--- src/rtl/eth_mac_cfg_ctrl_if.sv ---
// Host register write bus feeding the MAC
// configuration sequencer.
interface eth_mac_cfg_ctrl_if;
  logic        cfg_wr_en;
  logic [1:0]  cfg_wr_addr;
  logic [31:0] cfg_wr_data;

  modport master (
    output cfg_wr_en,
    output cfg_wr_addr,
    output cfg_wr_data
  );

  modport slave (
    input cfg_wr_en,
    input cfg_wr_addr,
    input cfg_wr_data
  );
endinterface

--- src/rtl/eth_mac_cfg_ctrl.sv ---
// Shadow/active MAC config with safe-point apply
// sequencing for the 10G MAC on clk156.
module eth_mac_cfg_ctrl #(
  parameter logic [47:0] SRC_MAC      = 48'h001122334455,
  parameter int          MTU          = 1518,
  parameter int          DRAIN_CYCLES = 16,
  parameter int          IDLE_TIMEOUT = 1024
) (
  input  logic              clk156,
  input  logic              sys_rst,
  eth_mac_cfg_ctrl_if.slave host,
  input  logic              link_up,
  input  logic              tx_idle,
  input  logic              rx_idle,
  output logic              cfg_busy,
  output logic              cfg_done,
  output logic              cfg_timeout,
  output logic [79:0]       mac_tx_configuration_vector,
  output logic [79:0]       mac_rx_configuration_vector
);
  localparam int QW = $clog2(IDLE_TIMEOUT + 1);
  localparam int DW = $clog2(DRAIN_CYCLES + 1);

  typedef enum logic [2:0] {
    DOWN, RUN, QUIESCE, DRAIN, APPLY
  } state_t;

  typedef struct packed {
    logic [47:0] mac;
    logic [14:0] mtu;
    logic        tx_en;
    logic        rx_en;
    logic        jumbo;
    logic        vlan;
  } mac_cfg_t;

  localparam mac_cfg_t CFG_RST = '{
    mac:   SRC_MAC,
    mtu:   15'(MTU),
    tx_en: 1'b1,
    rx_en: 1'b1,
    jumbo: 1'b1,
    vlan:  1'b1
  };

  state_t        state, nxt;
  mac_cfg_t      shadow, shadow_n;
  mac_cfg_t      active, active_n;
  logic [QW-1:0] qcnt, qcnt_n;
  logic [DW-1:0] dcnt, dcnt_n;
  logic          pending;
  logic          commit;
  logic          busy;
  logic          idle;
  logic          run_en;

  function automatic logic [79:0] vec(
    input mac_cfg_t c,
    input logic     en,
    input logic     tx
  );
    logic [79:0] v;
    v        = '0;
    v[79:32] = c.mac;
    v[30:16] = c.mtu;
    v[4]     = c.jumbo;
    v[2]     = c.vlan;
    v[1]     = en;
    if (tx) v[10] = 1'b1;
    else    v[9:8] = 2'b11;
    return v;
  endfunction

  assign idle   = tx_idle && rx_idle;
  assign busy   = state inside {QUIESCE, DRAIN, APPLY};
  assign commit = host.cfg_wr_en &&
                  host.cfg_wr_addr == 2'd3 &&
                  host.cfg_wr_data[4];

  always_comb begin
    shadow_n = shadow;
    if (host.cfg_wr_en) begin
      unique case (1'b1)
        host.cfg_wr_addr == 2'd0:
          shadow_n.mac[31:0] = host.cfg_wr_data;
        host.cfg_wr_addr == 2'd1:
          shadow_n.mac[47:32] = host.cfg_wr_data[15:0];
        host.cfg_wr_addr == 2'd2:
          shadow_n.mtu = host.cfg_wr_data[14:0];
        host.cfg_wr_addr == 2'd3: begin
          shadow_n.tx_en = host.cfg_wr_data[0];
          shadow_n.rx_en = host.cfg_wr_data[1];
          shadow_n.jumbo = host.cfg_wr_data[2];
          shadow_n.vlan  = host.cfg_wr_data[3];
        end
      endcase
    end
  end

  always_comb begin
    nxt = state;
    unique case (state)
      DOWN:
        if (commit)       nxt = APPLY;
        else if (link_up) nxt = RUN;
      RUN:
        if (!link_up)               nxt = DOWN;
        else if (commit || pending) nxt = QUIESCE;
      QUIESCE:
        if (idle || qcnt == QW'(IDLE_TIMEOUT - 1))
          nxt = DRAIN;
      DRAIN:
        if (dcnt == DW'(DRAIN_CYCLES - 1))
          nxt = APPLY;
      APPLY:
        nxt = link_up ? RUN : DOWN;
      default:
        nxt = DOWN;
    endcase
  end

  always_comb begin
    qcnt_n = '0;
    dcnt_n = '0;
    if (state == QUIESCE) qcnt_n = qcnt + QW'(1);
    if (state == DRAIN)   dcnt_n = dcnt + DW'(1);
  end

  assign active_n = (state == APPLY) ? shadow : active;
  // Coming up from DOWN, enables wait one RUN cycle.
  assign run_en = (nxt == RUN) && (state != DOWN);

  always_ff @(posedge clk156) begin
    if (sys_rst) begin
      state       <= DOWN;
      shadow      <= CFG_RST;
      active      <= CFG_RST;
      pending     <= 1'b0;
      qcnt        <= '0;
      dcnt        <= '0;
      cfg_busy    <= 1'b0;
      cfg_done    <= 1'b0;
      cfg_timeout <= 1'b0;
      mac_tx_configuration_vector <=
        vec(CFG_RST, 1'b0, 1'b1);
      mac_rx_configuration_vector <=
        vec(CFG_RST, 1'b0, 1'b0);
    end else begin
      state  <= nxt;
      shadow <= shadow_n;
      active <= active_n;
      qcnt   <= (nxt == QUIESCE) ? qcnt_n : '0;
      dcnt   <= (nxt == DRAIN) ? dcnt_n : '0;
      if (nxt == QUIESCE && state != QUIESCE)
        pending <= 1'b0;
      else if (commit && busy)
        pending <= 1'b1;
      cfg_busy    <= nxt inside {QUIESCE, DRAIN, APPLY};
      cfg_done    <= nxt == APPLY;
      cfg_timeout <= nxt == QUIESCE &&
                     qcnt_n == QW'(IDLE_TIMEOUT - 1);
      mac_tx_configuration_vector <=
        vec(active_n, run_en && active_n.tx_en, 1'b1);
      mac_rx_configuration_vector <=
        vec(active_n, run_en && active_n.rx_en, 1'b0);
    end
  end
endmodule

--- src/flat_wrapper.sv ---
// flat-port wrapper written by rule: the top's interface ports become plain ports
module eth_mac_cfg_ctrl_flat 
#(
  parameter logic [47:0] SRC_MAC      = 48'h001122334455,
  parameter int          MTU          = 1518,
  parameter int          DRAIN_CYCLES = 16,
  parameter int          IDLE_TIMEOUT = 1024
)
  (clk156, sys_rst, link_up, tx_idle, rx_idle, cfg_busy, cfg_done, cfg_timeout, mac_tx_configuration_vector, mac_rx_configuration_vector, host_cfg_wr_en, host_cfg_wr_addr, host_cfg_wr_data);
  eth_mac_cfg_ctrl_if host_i ();
  input  logic clk156;
  input  logic sys_rst;
  input  logic link_up;
  input  logic tx_idle;
  input  logic rx_idle;
  output logic cfg_busy;
  output logic cfg_done;
  output logic cfg_timeout;
  output logic [79:0] mac_tx_configuration_vector;
  output logic [79:0] mac_rx_configuration_vector;
  input wire logic [$bits(host_i.cfg_wr_en)-1:0] host_cfg_wr_en;
  input wire logic [$bits(host_i.cfg_wr_addr)-1:0] host_cfg_wr_addr;
  input wire logic [$bits(host_i.cfg_wr_data)-1:0] host_cfg_wr_data;
  assign host_i.cfg_wr_en = host_cfg_wr_en;
  assign host_i.cfg_wr_addr = host_cfg_wr_addr;
  assign host_i.cfg_wr_data = host_cfg_wr_data;
  eth_mac_cfg_ctrl #(.SRC_MAC(SRC_MAC), .MTU(MTU), .DRAIN_CYCLES(DRAIN_CYCLES), .IDLE_TIMEOUT(IDLE_TIMEOUT)) u_core (.clk156(clk156), .sys_rst(sys_rst), .host(host_i), .link_up(link_up), .tx_idle(tx_idle), .rx_idle(rx_idle), .cfg_busy(cfg_busy), .cfg_done(cfg_done), .cfg_timeout(cfg_timeout), .mac_tx_configuration_vector(mac_tx_configuration_vector), .mac_rx_configuration_vector(mac_rx_configuration_vector));
endmodule
--- config.mk ---
export PLATFORM = sky130hd
export DESIGN_NAME = eth_mac_cfg_ctrl_flat
export DESIGN_NICKNAME = d
export VERILOG_FILES = /design/src/rtl/eth_mac_cfg_ctrl_if.sv /design/src/rtl/eth_mac_cfg_ctrl.sv /design/src/flat_wrapper.sv
export SDC_FILE = /design/constraint.sdc
export NUM_CORES = 1
export LEC_CHECK = 0
export BUFFER_PORTS_ARGS = -buffer_cell sky130_fd_sc_hd__buf_2
export CAP_MARGIN = 20
export CORE_MARGIN = 3
export CORE_UTILIZATION = 47
export DETAILED_ROUTE_END_ITERATION = 16
export GPL_ROUTABILITY_DRIVEN = 0
export PLACE_DENSITY = 0.76
export SYNTH_ARGS = -nofsm -noshare
export SYNTH_HDL_FRONTEND = slang
export SYNTH_SLANG_ARGS = --single-unit
--- constraint.sdc ---
create_clock -name clk156 -period 1.9 [get_ports clk156]
set_clock_uncertainty 0.1 [all_clocks]
set_input_delay 0.285 -clock clk156 [delete_from_list [all_inputs] [get_ports clk156]]
set_output_delay 0.285 -clock clk156 [all_outputs]
set_load 0.05 [all_outputs]
After elaboration in Yosys (flattened, before gate mapping):

Cells that the tools add are included.

* flip-flop bits (word level): 317
* bits of input ports: 40
* logic and storage cells: 77

* $add $sub $neg: 2
* equality and inequality tests: 15
* mux-type cells: 10
* bitwise logic cells: 3
* reduce and logical (&&, ||, !) cells: 23

Operators with widths (number)
* $mux 67: 1
* $eq 11x10->1 const B: 2
* $mux 3: 6
* $pmux 3 s5: 1
* $eq 3x2->1 const B: 4
* $add 11x1->11 const B: 1
* $mux 11: 1
* $logic_and 1x1->1: 9
* $reduce_bool 3->1: 3
* $reduce_and 2->1: 4
* $eq 3x1->1 const B: 2
* $eq 3x3->1 const B: 2
* $add 5x1->5 const B: 1
* $eq 5x4->1 const B: 1
* $eq 2x2->1 const B: 2
* $reduce_or 2->1: 2
* $logic_not 3->1: 1
* $ne 3x2->1 const B: 1
* $not 1->1: 3
* $reduce_or 3->1: 1
* $eq 2x1->1 const B: 1
* $logic_not 2->1: 1
* $logic_or 1x1->1: 2
* $mux 1: 1

Longest topological paths before layout:

Gate-level depths: netlist of run 1.

* word-level depth: 10
* gate-level depth with buffers: 8
* mapped depth without buffers: 6

Worst setup path before layout of run 1:

OpenSTA, ideal clock, no wires.

* path kind: register -> register
* from: register u_core.qcnt[1]
* to: register u_core.mac_rx_configuration_vector[1]
* arrival: 1.877 ns
* data required time: 1.714 ns
* path slack: -0.163 ns
* stages on the path, launching flop included: 7
* clock period less this slack: 2.063 ns
* cells stage by stage: dfxtp_1 > ha_1 > buf_2 > nand3_1 > or4_4 > a2111o_1 > a211oi_1

* longest elaborated chain between the ends: 7

RTL lines
* from (decl): RTL line eth_mac_cfg_ctrl.sv:49 `logic [QW-1:0] qcnt, qcnt_n;`
* from (signal assigned): RTL line eth_mac_cfg_ctrl.sv:152 `qcnt <= (nxt == QUIESCE) ? qcnt_n : '0;`
* $eq 11x10->1: RTL line eth_mac_cfg_ctrl.sv:110 `if (idle || qcnt == QW'(IDLE_TIMEOUT - 1))`
* $logic_or 1x1->1: RTL line eth_mac_cfg_ctrl.sv:110
* $mux 3: RTL line eth_mac_cfg_ctrl.sv:110
* $pmux 3 s5: RTL line eth_mac_cfg_ctrl.sv:102 `unique case (state)`
* $eq 3x1->1: RTL line eth_mac_cfg_ctrl.sv:131 `assign run_en = (nxt == RUN) && (state != DOWN);`
* $logic_and 1x1->1: RTL line eth_mac_cfg_ctrl.sv:131
* $logic_and 1x1->1: RTL line eth_mac_cfg_ctrl.sv:165 `vec(active_n, run_en && active_n.rx_en, 1'b0);`
* to (signal assigned): RTL line eth_mac_cfg_ctrl.sv:146 `mac_rx_configuration_vector <=`
* to (signal assigned): RTL line eth_mac_cfg_ctrl.sv:164 `mac_rx_configuration_vector <=`
* to (decl): RTL line eth_mac_cfg_ctrl.sv:19 `output logic [79:0] mac_rx_configuration_vector`

Every way passes these cells.
A chain may end at the register's enable or synchronous reset.

Final worst setup path of run 1:

* from: register u_core.qcnt[2]
* to: register u_core.qcnt[5]

* longest elaborated chain between the ends: 7
* elaborated cells on any way between the ends: 9

RTL lines (RTL line)
* $eq 11x10->1: eth_mac_cfg_ctrl.sv:110
* $logic_or 1x1->1: eth_mac_cfg_ctrl.sv:110
* $mux 3: eth_mac_cfg_ctrl.sv:110
* $pmux 3 s5: eth_mac_cfg_ctrl.sv:102
* $eq 3x2->1: eth_mac_cfg_ctrl.sv:152
* $not 1->1 (no source line)
* $reduce_or 2->1 (no source line)

Several ways; a longest one is shown, not always the timed one.

==> flow_summary.rst, run 1 <==
.. list-table::
   :header-rows: 1

   * - Metric
     - Value
   * - Outcome
     - complete, but fails checks
   * - Violations in the final reports
     - negative setup slack
   * - Proportion of synthesized chip area in sequential cells
     - 44.63%
   * - Via density per instance
     - 4.950
   * - Share of the cycle needed by the critical path after routing
     - 102.5%
   * - Crit path time final
     - ~2 ns
   * - Die outline height
     - 129.2 µm
   * - Total standard cell area after synthesis
     - approximately 7100 µm²
   * - Tightest Hold Check Type
     - in2reg
   * - Number of H-tree levels
     - 4
   * - Arrival time at the worst endpoint
     - 2.16 ns
   * - Data required time of the worst path
     - ~2.1 ns
   * - Synthesized instance count
     - 887
   * - Reg clk slew, reported paths
     - 0.06 ns
   * - First-pass GRT wire length
     - 25,050 µm
   * - Post-Place Cells
     - roughly 1,100
   * - Final Hold Fails
     - 0
   * - Final number of setup-violating endpoints
     - 2
   * - Clock tree from TritonCTS
     - yes
   * - DIE WIDTH
     - around 130 µm
   * - Worst supply voltage drop on vdd
     - slightly above 600 µV
   * - Clock tree root buffer cell
     - clkbuf_16
   * - Maximum fanout count along the critical path
     - 4
   * - Max-capacitance violation count
     - 0
   * - Leakage Power
     - between 3 and 4 nW
   * - Net Sw Frac
     - between 20% and 30%
   * - First-pass DRT Iterations
     - 5
   * - Number of clock sinks
     - 159
   * - Clock network power share
     - approximately 46%
   * - Share of post-route cells with drive strength above 1
     - 25.95%
   * - Main synth FF type
     - dfxtp_1
   * - Headroom to the max-slew limit
     - 58.36%
   * - Maximum number of pins on one net before global-route repair
     - 144
   * - Placed cell areas
     - 7198 µm²
   * - Total Nets Final
     - between 900 and 1,000
   * - Layout Cell Area excl Fill
     - 7973 µm²
   * - Switch Pwr
     - about 0.0018 W
   * - Total congestion overflow after global routing
     - 0
   * - EDFF count, synth
     - 0
   * - Power density normalized to cell area
     - 940.7 nW/µm²
   * - Setup repair after global routing missed its margin
     - yes
   * - Number of antenna violations at the first check in global routing
     - 2
   * - Number of warnings printed during yosys synthesis
     - 0
   * - Sequential cell fraction of total power
     - 46.0%
   * - Total number of placement rows
     - 44
   * - Number of buffers created by CTS
     - 17
   * - Final wirelength
     - 16,120 µm
   * - Clock insertion delay at the later pin of the skew report
     - 0.41 ns
   * - Number of synthesized register bits
     - 159
   * - Total GRT Usage
     - 18.91%
   * - Final Max Slew Viols
     - 0
   * - Area overhead of the layout relative to synthesis
     - 11.79%
   * - Starting DRT DRC Count
     - 360
   * - Design Power
     - 0.007500 W
   * - Proportion of register bits with asynchronous set or reset after synthesis
     - 0%
   * - Placeable core area
     - 14,700 µm²
   * - Post-route insts no fill
     - 1,133
   * - Combinational share of power
     - under 10%
   * - Endpoint type of the worst setup path
     - flip-flop
   * - Top-level port count
     - 203
   * - Quantity of I/O buffers inserted on ports
     - between 150 and 200
   * - CP Class
     - reg2reg
   * - HPWL after DPL
     - around 10,000 µm
   * - Initial core utilization
     - 48.52%
   * - Mean instance size in the synthesized netlist
     - 8.040 µm²
   * - Die area
     - 16,690 µm²
   * - Avg WL per Cell
     - 14.23 µm
   * - Distinct cell type count after synthesis
     - 48
   * - Total via count in the routed design
     - ~5,600
   * - Max Freq
     - 0.5134 GHz
   * - Startpoint class of the critical path
     - flip-flop
   * - Vias in the first global route
     - approximately 5,000
   * - Slew at the pin closest to its max-slew limit
     - 0.6246 ns
   * - Residual antenna-violating net count after detailed routing
     - 0
   * - Internal power
     - ~0.0057 W
   * - Smallest setup slack after layout
     - -0.04762 ns
   * - Post-detailed-route DRC marker count
     - 0
   * - CTS Buffer Depth
     - 2
worst paths after layout:
kind	start	to	slack, ns	cells past startpoint
min reg2reg	u_core.dcnt[0]	u_core.dcnt[0]	0.35	1
max	u_core.qcnt[2]	u_core.qcnt[5]	-0.05	4
min	host_cfg_wr_data[26]	u_core.shadow[45]	0.02	3
max reg2reg	u_core.qcnt[2]	u_core.qcnt[5]	-0.05	4
cell type report:
cell class                      instances  area (µm²)
Clock inverter                         10       133.9
Sequential cell                       159        3188
Timing Repair Buffer                  213        1231
Clock buffer                           22       474.2
Multi-Input combinational cell        540        2698
Tap cell                              184       230.2
Fill cell                            1359        6726
Inverter                                4       15.01
Antenna cell                            1       2.502
synthesized netlist by cell type, types with 3 or more instances:
cell type	instances	area, µm²
nor3_1	4	20.02
ha_1	3	37.54
clkbuf_1	44	165.2
buf_4	160	1201
nand2_1	273	1025
xnor2_1	5	43.79
inv_1	4	15.01
nand3b_1	51	382.9
nand3_1	9	45.04
buf_1	3	11.26
and3_1	4	25.02
a211o_1	4	35.03
a21oi_1	86	430.4
dfxtp_1	159	3183
a211oi_1	4	30.03
a31oi_1	3	18.77
nor2b_1	6	37.54
nor2_1	20	75.07
xor2_1	6	52.55
power groups by stage:
stage	Combinational, W	Sequential [W]	Clock (W)
final	0.000578	0.00345	0.00348
after global routing	0.000623	0.00345	0.00369
after CTS	0.000570	0.00345	0.00354
after detailed placement	0.000550	0.00352	0
after global placement	0.000545	0.00352	0
after floorplan	0.000469	0.00352	0
critical path: stages, from the launching register on:
cell      delay (ns)
dfxtp_1         0.35
nand3_1         0.11
or4_4           0.53
a2111o_1        0.52
and4_1          0.23
stage by stage:
stage               setup TNS [ns]  util (%)  hold WS (ns)  setup WS [ns]
floorplan                        0         -        0.3029        0.01038
global placement                 0     48.97        0.3346        0.08552
detailed placement               0     48.97        0.3389        0.03973
CTS                              0     53.90     0.0004477        0.02758
global route               -0.1368     54.24      0.007803       -0.06664
finish                    -0.09325     54.24       0.01871       -0.04762
sequential cells by signal, indices dropped and copies added (netlist names):
name and cells:
u_core.dcnt 5, u_core.mac_tx_configuration_vector 1, u_core.pending 1, u_core.cfg_done 1, u_core.cfg_busy 1, u_core.shadow 67, u_core.state 3, u_core.cfg_timeout 1
u_core.active 64, u_core.qcnt 11, u_core.mac_rx_configuration_vector 4
repair_timing:
action | CTS | global route
pin swaps | 0 | 3
buffers inserted | 0 | 2
endpoints found under the hold margin | 11 | 0
cloned | 0 | 0
resized for setup | 1 | 7
hold buffers | 11 | 0
setup endpoints to repair | 3 | 12
routing by layer:
layer / global-route usage (%) / part of all wire, %
met1: 23.56 / 44
met2: 31.52 / 48
met3: 4.452 / 5.7
met4: 7.844 / 2.2
met5: 0 / 0.043
layout by cell type, fill, tap and decap left out, types with 4 or more instances in the layout:
cell type and instances:
buf_4 26, nand2_1 272, a211o_1 4, nand3b_1 51
nand3_1 8, xor2_1 6, clkbuf_16 17, dlygate4sd3_1 11
nor2b_1 6, and3_1 4, xnor2_1 5, a21oi_1 86
inv_1 4, conb_1 28, buf_2 173, nor2_1 20
dfxtp_1 157, nor3_1 4
cells by family (layout without fill, tap and decap cells):
logic type | count (synthesis) | count (layout) | share of synthesized area [%]
AO/OA/AOI/OAI | 113 | 113 | 9.105
flip-flops | 159 | 159 | 44.63
AND/OR/NAND/NOR | 385 | 385 | 24.54
other | 2 | 29 | 0.1053
buffers and inverters | 214 | 249 | 19.74
XOR/XNOR | 11 | 11 | 1.351
adder cells (fa/ha/maj) | 3 | 3 | 0.5264
Power figures use the tool's default switching activity.
==> inputs of run 2 (changes only) <==
- MAX_ROUTING_LAYER: not set -> met4
==> run 2 against run 1 <==
Effect of this change: the run still ends with negative setup slack left; worst setup slack worse by 0.0025 ns; via count hardly changed; critical path depth stayed put; hold slack worse by 0.0027 ns; clock power hardly changed; sequential share of layout area hardly changed; non-clock buffer count stayed put; count of clock-buffer cells in the layout stayed put; critical path type unchanged; largest cell class unchanged.
==> flow_summary.rst, run 2 (synthesis gave the netlist of run 1 again) <==
.. list-table::
   :header-rows: 1

   * - Metric
     - Value
   * - Maximum number of pins on one net before global-route repair
     - 144 (unchanged)
   * - Residual antenna-violating net count after detailed routing
     - 0 (unchanged)
   * - Clock network power share
     - 46.4% (about the same)
   * - Commonest non-fill, non-tap cell in the layout
     - nand2_1
   * - CTS Buffer Depth
     - 2 (unchanged)
   * - Max-capacitance violation count
     - 0 (unchanged)
   * - Global routing met1 resource utilization
     - 23.79% (+0.23 points)
   * - Most used routing layer
     - met2
   * - HPWL after DPL
     - 10,480 µm (unchanged)
   * - Final Max Slew Viols
     - 0 (unchanged)
   * - Area overhead of the layout relative to synthesis
     - 11.82% (about the same)
   * - Share of post-route cells with drive strength above 1
     - 25.95% (unchanged)
   * - Worst supply voltage drop on vdd
     - 611.3 µV (+0.37%)
   * - Headroom to the max-slew limit
     - 57.82% (-0.54 points)
   * - Initial core utilization
     - 48.52% (unchanged)
   * - DIE WIDTH
     - 129.2 µm (unchanged)
   * - Post-detailed-route DRC marker count
     - 0 (unchanged)
   * - Register with the highest flop count
     - u_core.shadow
   * - Die area
     - 16,690 µm² (unchanged)
   * - Net Sw Frac
     - 23.61% (about the same)
   * - First-pass GRT wire length
     - 25,040 µm (about the same)
   * - Internal power
     - 0.005731 W (about the same)
   * - Max Freq
     - 0.5128 GHz (-0.13%)
   * - Total Nets Final
     - 978 (unchanged)
   * - Final Hold Fails
     - 0 (unchanged)
   * - Slew at the pin closest to its max-slew limit
     - 0.6328 ns (+0.008165 ns)
   * - Largest registers
     - u_core.shadow x67, u_core.active x64, u_core.qcnt x11
   * - Starting DRT DRC Count
     - 450 (+25%)
   * - Quantity of I/O buffers inserted on ports
     - 174 (unchanged)
   * - Tightest Hold Check Type
     - in2reg
   * - Minimum setup slack after placement
     - 0.03973 ns (unchanged)
   * - Sequential cell fraction of total power
     - 45.9% (about the same)
   * - Post-Place Cells
     - 1,087 (unchanged)
   * - Via density per instance
     - 4.946 (about the same)
   * - First-pass DRT Iterations
     - 5 (unchanged)
   * - Number of H-tree levels
     - 4 (unchanged)
   * - Total via count in the routed design
     - 5,609 (+0.018%)
   * - Crit. Startpoint
     - u_core.qcnt[2]
   * - Power density normalized to cell area
     - 940.7 nW/µm² (about the same)
   * - Setup repair after global routing missed its margin
     - yes
   * - Filler cell count in the final layout
     - 1,359 (unchanged)
   * - CP Class
     - reg2reg
   * - Met3 Track Usage GR
     - 4.740% (+0.29 points)
   * - Outcome
     - complete, but fails checks
   * - Most frequent cells in the layout
     - nand2_1, buf_2, dfxtp_1
   * - Number of clock sinks
     - 159 (unchanged)
   * - Die outline height
     - 129.2 µm (unchanged)
   * - Reg clk slew, reported paths
     - 0.06 ns (about the same)
   * - Clock tree from TritonCTS
     - yes
   * - Leakage Power
     - 3.482 nW (about the same)
   * - Clock insertion delay at the later pin of the skew report
     - 0.41 ns (about the same)
   * - Crit path time final
     - 1.950 ns (+0.002509 ns)
   * - Avg WL per Cell
     - 14.28 µm (+0.33%)
   * - Placeable core area
     - 14,700 µm² (unchanged)
   * - Share of the cycle needed by the critical path after routing
     - 102.6% (+0.13 points)
   * - Number of antenna violations at the first check in global routing
     - 2 (unchanged)
   * - Violations in the final reports
     - negative setup slack
   * - Top-level port count
     - 203 (unchanged)
   * - Combinational share of power
     - 7.7% (about the same)
   * - Largest register FFs
     - 67 (unchanged)
   * - Maximum fanout count along the critical path
     - 4 (unchanged)
   * - Vias in the first global route
     - 5,049 (-0.12%)
   * - Total GRT Usage
     - 19.53% (+0.62 points)
   * - Post-route insts no fill
     - 1,134 (+0.088%)
   * - Total congestion overflow after global routing
     - 0 (unchanged)
   * - Worst hold slack
     - 0.01603 ns (-0.002681 ns)
   * - Data required time of the worst path
     - 2.11 ns (about the same)
   * - Total number of placement rows
     - 44 (unchanged)
   * - Global-route track usage on met2
     - 31.37% (-0.15 points)
   * - Switch Pwr
     - 0.001771 W (+0.12%)
   * - Final number of setup-violating endpoints
     - 2 (unchanged)
   * - Clock tree root buffer cell
     - clkbuf_16
   * - Startpoint class of the critical path
     - flip-flop
   * - Arrival time at the worst endpoint
     - 2.16 ns (about the same)
   * - Final wirelength
     - 16,190 µm (+0.42%)
   * - RR Startpoint
     - u_core.qcnt[2]
   * - Endpoint type of the worst setup path
     - flip-flop
   * - HP Start
     - host_cfg_wr_data[18]
   * - Smallest setup slack after layout
     - -0.05013 ns (-0.002509 ns)
   * - Number of buffers created by CTS
     - 17 (unchanged)
-- run 2: changes by cell type in the layout (fill, tap and decap cells not counted), sizes merged --
cell   change
diode      +1
-- run 2: worst paths after layout --
| check | to | slack [ns] | cells past startpoint |
|---|---|---|---|
| max | u_core.qcnt[5] | -0.05 | 4 |
| min | u_core.shadow[37] | 0.02 | 3 |
| max reg2reg | u_core.qcnt[5] | -0.05 | 4 |
| min reg2reg | u_core.dcnt[0] | 0.35 | 1 |
-- run 2: final cells by class --
cell class                      count  area (µm²)  share of cell area, %
Tap cell                          184       230.2                  2.887
Clock buffer                       22       474.2                  5.946
Antenna cell                        2       5.005                0.06275
Inverter                            4       15.01                 0.1883
Clock inverter                     10       133.9                  1.679
Timing Repair Buffer              213        1231                  15.44
Sequential cell                   159        3188                  39.97
Multi-Input combinational cell    540        2698                  33.82
-- run 2: power groups by stage --
stage | combinational, W | sequential (W) | clock, W
final | 0.000578 | 0.00345 | 0.00348
after global routing | 0.000623 | 0.00345 | 0.00369
after CTS | 0.000570 | 0.00345 | 0.00354
after detailed placement | 0.000550 | 0.00352 | 0
after global placement | 0.000545 | 0.00352 | 0
after floorplan | 0.000469 | 0.00352 | 0
-- run 2: per-layer routing --
metal / share of wire [%] / vias to the layer above
met2: 48 / 222
met1: 44 / 2574
li1: - / 2789
met3: 5.9 / 24
met5: 0 / -
met4: 1.8 / 0
-- run 2: per-stage QoR --
step / utilization, % / TNS, ns / cell area (µm²) / power [W]
after floorplan: - / 0 / 7252 / 0.003985
final: 54.26 / -0.09753 / 7975 / 0.007502
after global routing: 54.26 / -0.1367 / 7975 / 0.007767
after CTS: 53.90 / 0 / 7923 / 0.007554
after detailed placement: 48.97 / 0 / 7198 / 0.004069
after global placement: 48.97 / 0 / 7198 / 0.004063
-- run 2: repair_timing --
action	in CTS	in global routing
hold buffers	11	0
endpoints found under the setup margin	3	12
pin swaps	0	3
endpoints found under the hold margin	11	0
resized for setup	1	7
buffers inserted	0	2
-- run 2: critical path, cell delays in order, from the launching register on --
cell and delay [ns]:
dfxtp_1 0.35, nand3_1 0.11, or4_4 0.53, a2111o_1 0.52, and4_1 0.23
